===== config.mk =====
export PLATFORM = sky130hd
export DESIGN_NAME = cva6_ypb_obi_arbiter
export DESIGN_NICKNAME = d
export VERILOG_FILES = /design/src/rtl/cva6_ypb_obi_arbiter.sv
export SDC_FILE = /design/constraint.sdc
export NUM_CORES = 1
export LEC_CHECK = 0
export CORE_AREA = 5 5 427 429
export DETAILED_ROUTE_END_ITERATION = 16
export DIE_AREA = 0 0 432 434
export PLACE_DENSITY = 0.37
export SYNTH_ARGS = -nofsm -noshare
export SYNTH_HDL_FRONTEND = slang
export SYNTH_SLANG_ARGS = --single-unit
export TNS_END_PERCENT = 1

===== constraint.sdc =====
create_clock -name clk_i -period 9.55 [get_ports clk_i]
set_clock_uncertainty 0.05 [all_clocks]
set_input_delay 2.865 -clock clk_i [delete_from_list [all_inputs] [get_ports clk_i]]
set_output_delay 2.865 -clock clk_i [all_outputs]
set_load 0.05 [all_outputs]

===== src/rtl/cva6_ypb_obi_arbiter.sv =====
// Round-robin arbiter sharing one OBI master port between the YPB requesters.
// The granted requester IDs are kept in an in-order FIFO so each response returns to its issuer.
module cva6_ypb_obi_arbiter #(
  parameter int unsigned NumReq         = 6,
  parameter int unsigned AddrWidth      = 64,
  parameter int unsigned DataWidth      = 64,
  parameter int unsigned MaxOutstanding = 2,
  parameter int unsigned IdxW           = (NumReq > 1) ? $clog2(NumReq) : 1
) (
  input  logic                                  clk_i,
  input  logic                                  rst_ni,
  input  logic [NumReq-1:0]                     req_valid_i,
  output logic [NumReq-1:0]                     req_ready_o,
  input  logic [NumReq-1:0][AddrWidth-1:0]      req_addr_i,
  input  logic [NumReq-1:0]                     req_we_i,
  input  logic [NumReq-1:0][DataWidth/8-1:0]    req_be_i,
  input  logic [NumReq-1:0][DataWidth-1:0]      req_wdata_i,
  output logic [NumReq-1:0]                     rsp_valid_o,
  output logic [DataWidth-1:0]                  rsp_rdata_o,
  output logic                                  rsp_err_o,
  output logic                                  obi_req_o,
  input  logic                                  obi_gnt_i,
  output logic [AddrWidth-1:0]                  obi_addr_o,
  output logic                                  obi_we_o,
  output logic [DataWidth/8-1:0]                obi_be_o,
  output logic [DataWidth-1:0]                  obi_wdata_o,
  input  logic                                  obi_rvalid_i,
  input  logic [DataWidth-1:0]                  obi_rdata_i,
  input  logic                                  obi_err_i,
  output logic                                  busy_o
);

  localparam int unsigned CntW = $clog2(MaxOutstanding + 1);
  localparam int unsigned PtrW = (MaxOutstanding > 1) ? $clog2(MaxOutstanding) : 1;

  logic [IdxW-1:0]                     rr_ptr_q, rr_ptr_d;
  logic                                lock_q, lock_d;
  logic [IdxW-1:0]                     lock_idx_q, lock_idx_d;
  logic [CntW-1:0]                     cnt_q, cnt_d;
  logic [PtrW-1:0]                     wr_ptr_q, wr_ptr_d, rd_ptr_q, rd_ptr_d;
  logic [MaxOutstanding-1:0][IdxW-1:0] fifo_q, fifo_d;

  logic [IdxW-1:0] sel, cand;
  logic            found, full, hs, pop;

  function automatic logic [PtrW-1:0] ptr_inc(input logic [PtrW-1:0] p);
    return (p == PtrW'(MaxOutstanding - 1)) ? '0 : p + PtrW'(1);
  endfunction

  // A held selection wins over the scan so a stalled A-channel stays stable.
  always_comb begin
    sel   = rr_ptr_q;
    cand  = '0;
    found = 1'b0;
    if (lock_q) begin
      sel = lock_idx_q;
    end else begin
      for (int k = 0; k < NumReq; k++) begin
        cand = IdxW'((int'(rr_ptr_q) + k) % NumReq);
        if (!found && req_valid_i[cand]) begin
          sel   = cand;
          found = 1'b1;
        end
      end
    end
  end

  // Full is taken from the registered count only: no rvalid/gnt to req path.
  assign full        = (cnt_q == CntW'(MaxOutstanding));
  assign obi_req_o   = req_valid_i[sel] & ~full & rst_ni;
  assign obi_addr_o  = req_addr_i[sel];
  assign obi_we_o    = req_we_i[sel];
  assign obi_be_o    = req_be_i[sel];
  assign obi_wdata_o = req_wdata_i[sel];
  assign hs          = obi_req_o & obi_gnt_i;
  assign pop         = obi_rvalid_i & (cnt_q != '0) & rst_ni;
  assign rsp_rdata_o = obi_rdata_i;
  assign rsp_err_o   = obi_err_i;
  assign busy_o      = (cnt_q != '0) | obi_req_o;

  always_comb begin
    req_ready_o = '0;
    rsp_valid_o = '0;
    if (hs)  req_ready_o[sel] = 1'b1;
    if (pop) rsp_valid_o[fifo_q[rd_ptr_q]] = 1'b1;
  end

  always_comb begin
    rr_ptr_d   = rr_ptr_q;
    lock_d     = lock_q;
    lock_idx_d = lock_idx_q;
    cnt_d      = cnt_q;
    wr_ptr_d   = wr_ptr_q;
    rd_ptr_d   = rd_ptr_q;
    fifo_d     = fifo_q;
    if (hs) begin
      fifo_d[wr_ptr_q] = sel;
      wr_ptr_d         = ptr_inc(wr_ptr_q);
      rr_ptr_d         = (sel == IdxW'(NumReq - 1)) ? '0 : sel + IdxW'(1);
      lock_d           = 1'b0;
    end else if (obi_req_o) begin
      lock_d     = 1'b1;
      lock_idx_d = sel;
    end
    if (pop) rd_ptr_d = ptr_inc(rd_ptr_q);
    if (hs && !pop)      cnt_d = cnt_q + CntW'(1);
    else if (!hs && pop) cnt_d = cnt_q - CntW'(1);
  end

  always_ff @(posedge clk_i) begin
    if (!rst_ni) begin
      rr_ptr_q   <= '0;
      lock_q     <= 1'b0;
      lock_idx_q <= '0;
      cnt_q      <= '0;
      wr_ptr_q   <= '0;
      rd_ptr_q   <= '0;
      fifo_q     <= '0;
    end else begin
      rr_ptr_q   <= rr_ptr_d;
      lock_q     <= lock_d;
      lock_idx_q <= lock_idx_d;
      cnt_q      <= cnt_d;
      wr_ptr_q   <= wr_ptr_d;
      rd_ptr_q   <= rd_ptr_d;
      fifo_q     <= fifo_d;
    end
  end

`ifndef SYNTHESIS
  a_lock_valid : assert property (@(posedge clk_i) disable iff (!rst_ni)
    lock_q |-> req_valid_i[lock_idx_q])
    else $error("requester %0d dropped valid before accept", lock_idx_q);
  a_lock_stable : assert property (@(posedge clk_i) disable iff (!rst_ni)
    (lock_q && $past(obi_req_o)) |->
      ($stable(obi_addr_o) && $stable(obi_we_o) && $stable(obi_be_o) && $stable(obi_wdata_o)))
    else $error("requester %0d changed payload before accept", lock_idx_q);
  a_unexp_rsp : assert property (@(posedge clk_i) disable iff (!rst_ni)
    obi_rvalid_i |-> (cnt_q != '0))
    else $warning("unexpected OBI response dropped");
`endif

endmodule

==> metrics.txt <==
outcome=completed; Yosys Warn Count=0; Vias=approximately 18000; number of buffers created by CTS=3; height of the die=434 µm; Setup violations, final=0; total global-route track usage=about 16%; max-slew violation count=0; Max H-tree Level=1; post-route clock period utilization=just under 100%; critical path required time=~6.6 ns; PortBufs=between 900 and 1000; slowest CP cell=clkdlybuf4s50_1; crit path capture type=output pin; Root Buffer=clkbuf_16; post-synthesis cell type count=between 70 and 80; WL/cell=29.2 µm; CTS sink cnt=17; Finished Core Util=between 10% and 20%; Crit Path Class=input port to output pin; grt met3 use=4.37%; share of layout cells above drive strength 1=17.0%; Crit path buffers/inverters=7; Crit path largest cell delay=around 0.56 ns; Seq/Total Area, Yosys=3.45%; DRT Wirelength=between 150000 and 200000 µm; via/cell ratio=3.48; crit path cell chain=clkdlybuf4s50_1 -> mux2_2 -> a21boi_2 -> buf_4 -> mux2_2 -> a211o_1 -> nor2_1 -> o21ai_2 -> buf_4 -> nor2_4 -> buf_12 -> buf_12 -> buf_16 -> nand2_1 -> nand3_1 -> a32o_2 -> buf_12; Core Box Area=178000 µm²; first-pass GRT wire length=194000 µm; pin count of the biggest net entering global routing=53; Starting Density=5.54%; post-route cell area=roughly 27000 µm²; largest fanout on the critical path=36; area grow syn2layout=170%; Net Count, Synth=2803; Synth async-reset ratio=0%; Hold/Removal Path Class=register to register; DRC errors left=0; Yosys reg bits=17; Starting DRT DRC Count=1561; initial antenna violation count=73; routability cong.=0.944; Post-Syn Instances=around 1900; hold buffer count at cts=0; Die W=432 µm; number of iterations in the first detailed-routing pass=5; die area=187000 µm²; Worst slew margin=52.7%; Top Ports=1113; Final min period=9.44 ns; Critical Path Start Type=input port; commonest cells after routing, fill and taps aside=979 x nand2_1, 832 x clkdlybuf4s50_1, 270 x nand3_1; dpl cell area=~26000 µm²; Main synth FF type=dfxtp_1; row cnt=approximately 160; number of synthesized flops with an enable pin=0; Top delay family on crit path=buffers and inverters; Skew-Pair Late Insertion Delay=0.26 ns; CTS tree=yes; Tightest Pin Transition=around 0.7 ns; Max Root-Sink Buffers=2; met2 GRT Util=~30%; DP HPWL=138000 µm; GR Util met1=between 15 and 20%; Arrival @ worst endpoint=6.53 ns; hold slack=0.413 ns; vias in the first global route=19000; fin nets=3826; global routing's busiest layer=met2; Max Clk Rate=106 MHz; unrepaired setup endpoints after global routing=true; setup TNS=0 ns; most common cell after layout, fill and taps aside=nand2_1; final hold vios=0; Reg clk slew, reported paths=0.05 ns; post-route ant nets=0; syn_area_per_cell=5.21 µm²; max-cap violations=0; CP dominant cell by count=buf_12; Post-Synthesis Cell Area=9850 µm²; total congestion overflow=0
timing repair:
action                     4_1_cts  5_1_grt
setup endpoints to repair      145      145
pin swaps                        4        2
setup buffers                    2        3
resized for setup               46       23
cloned                           2        0
flip-flops by register name, summed over array words and instances, names as in the netlist:
name        count
lock_q          1
fifo_q          6
cnt_q           2
rd_ptr_q        1
wr_ptr_q        1
rr_ptr_q        3
lock_idx_q      3
cells in the mapped netlist, types with 4 or more instances:
master	instances	area share [%]
nor3_1	8	0.41
o21a_1	6	0.46
buf_2	61	3.1
nand2b_1	4	0.25
buf_1	11	0.42
ha_1	14	1.8
a32o_1	139	14
a31oi_1	7	0.44
nor2b_1	4	0.25
clkbuf_1	76	2.9
xor2_1	4	0.36
nor2_1	32	1.2
dfxtp_1	17	3.5
o31ai_1	4	0.30
nand3_1	286	15
a21oi_1	11	0.56
xnor2_1	4	0.36
nand2_1	989	38
buf_4	78	5.9
mux2i_1	19	1.9
o21ai_0	8	0.41
or3_1	8	0.51
a211oi_1	9	0.69
mux2_2	6	0.69
inv_1	14	0.53
cell families after synthesis:
family,Yosys count,share of synthesized area [%]
compound gates,227,21.0
xor+xnor,10,1.16
fa+ha+maj,14,1.78
buf+inv,243,13.2
flops,17,3.45
mux,25,2.62
simple gates,1356,56.8
worst min-delay path: stages (launching register included):
cell     delay, ns
dfxtp_1       0.30
nand2_1       0.05
mux2i_1       0.06
cell type report:
type	instances	area [µm²]
Sequential cell	17	340
Multi-Input combinational cell	1632	8490
Timing Repair Buffer	1246	14600
Tap cell	2355	2950
Fill cell	20500	151000
Inverter	15	56.3
Clock inverter	1	5.00
Clock buffer	3	75.1
Antenna cell	13	32.5
path summary, 6_finish.rpt:
| path | start | end | slack (ns) | cells past startpoint |
|---|---|---|---|---|
| setup / recovery | req_valid_i[0] | obi_wdata_o[37] | 0.11 | 17 |
| hold / removal | fifo_q[3] | fifo_q[3] | 0.41 | 2 |
| setup reg to reg | rr_ptr_q[2] | cnt_q[1] | 3.72 | 22 |
| hold reg to reg | fifo_q[3] | fifo_q[3] | 0.41 | 2 |
stage by stage:
step	cells	worst slack, ns
2_1_floorplan	1892	0.0282
3_3_place_gp	5258	-0.895
3_5_place_dp	5258	-0.826
4_1_cts	5266	-0.0953
5_1_grt	5269	-0.0474
6_report	5282	0.106
routing by layer:
metal | up-vias | wire [µm] | share of wire (%)
met2 | 915 | 83100 | 54
met3 | 161 | 12700 | 8.2
met4 | 36 | 2310 | 1.5
met5 | - | 257 | 0.17
li1 | 8439 | - | -
met1 | 8808 | 56000 | 36
Power is not shown: default switching activity piles up to over one toggle a cycle in this logic, so the estimate is an artifact.
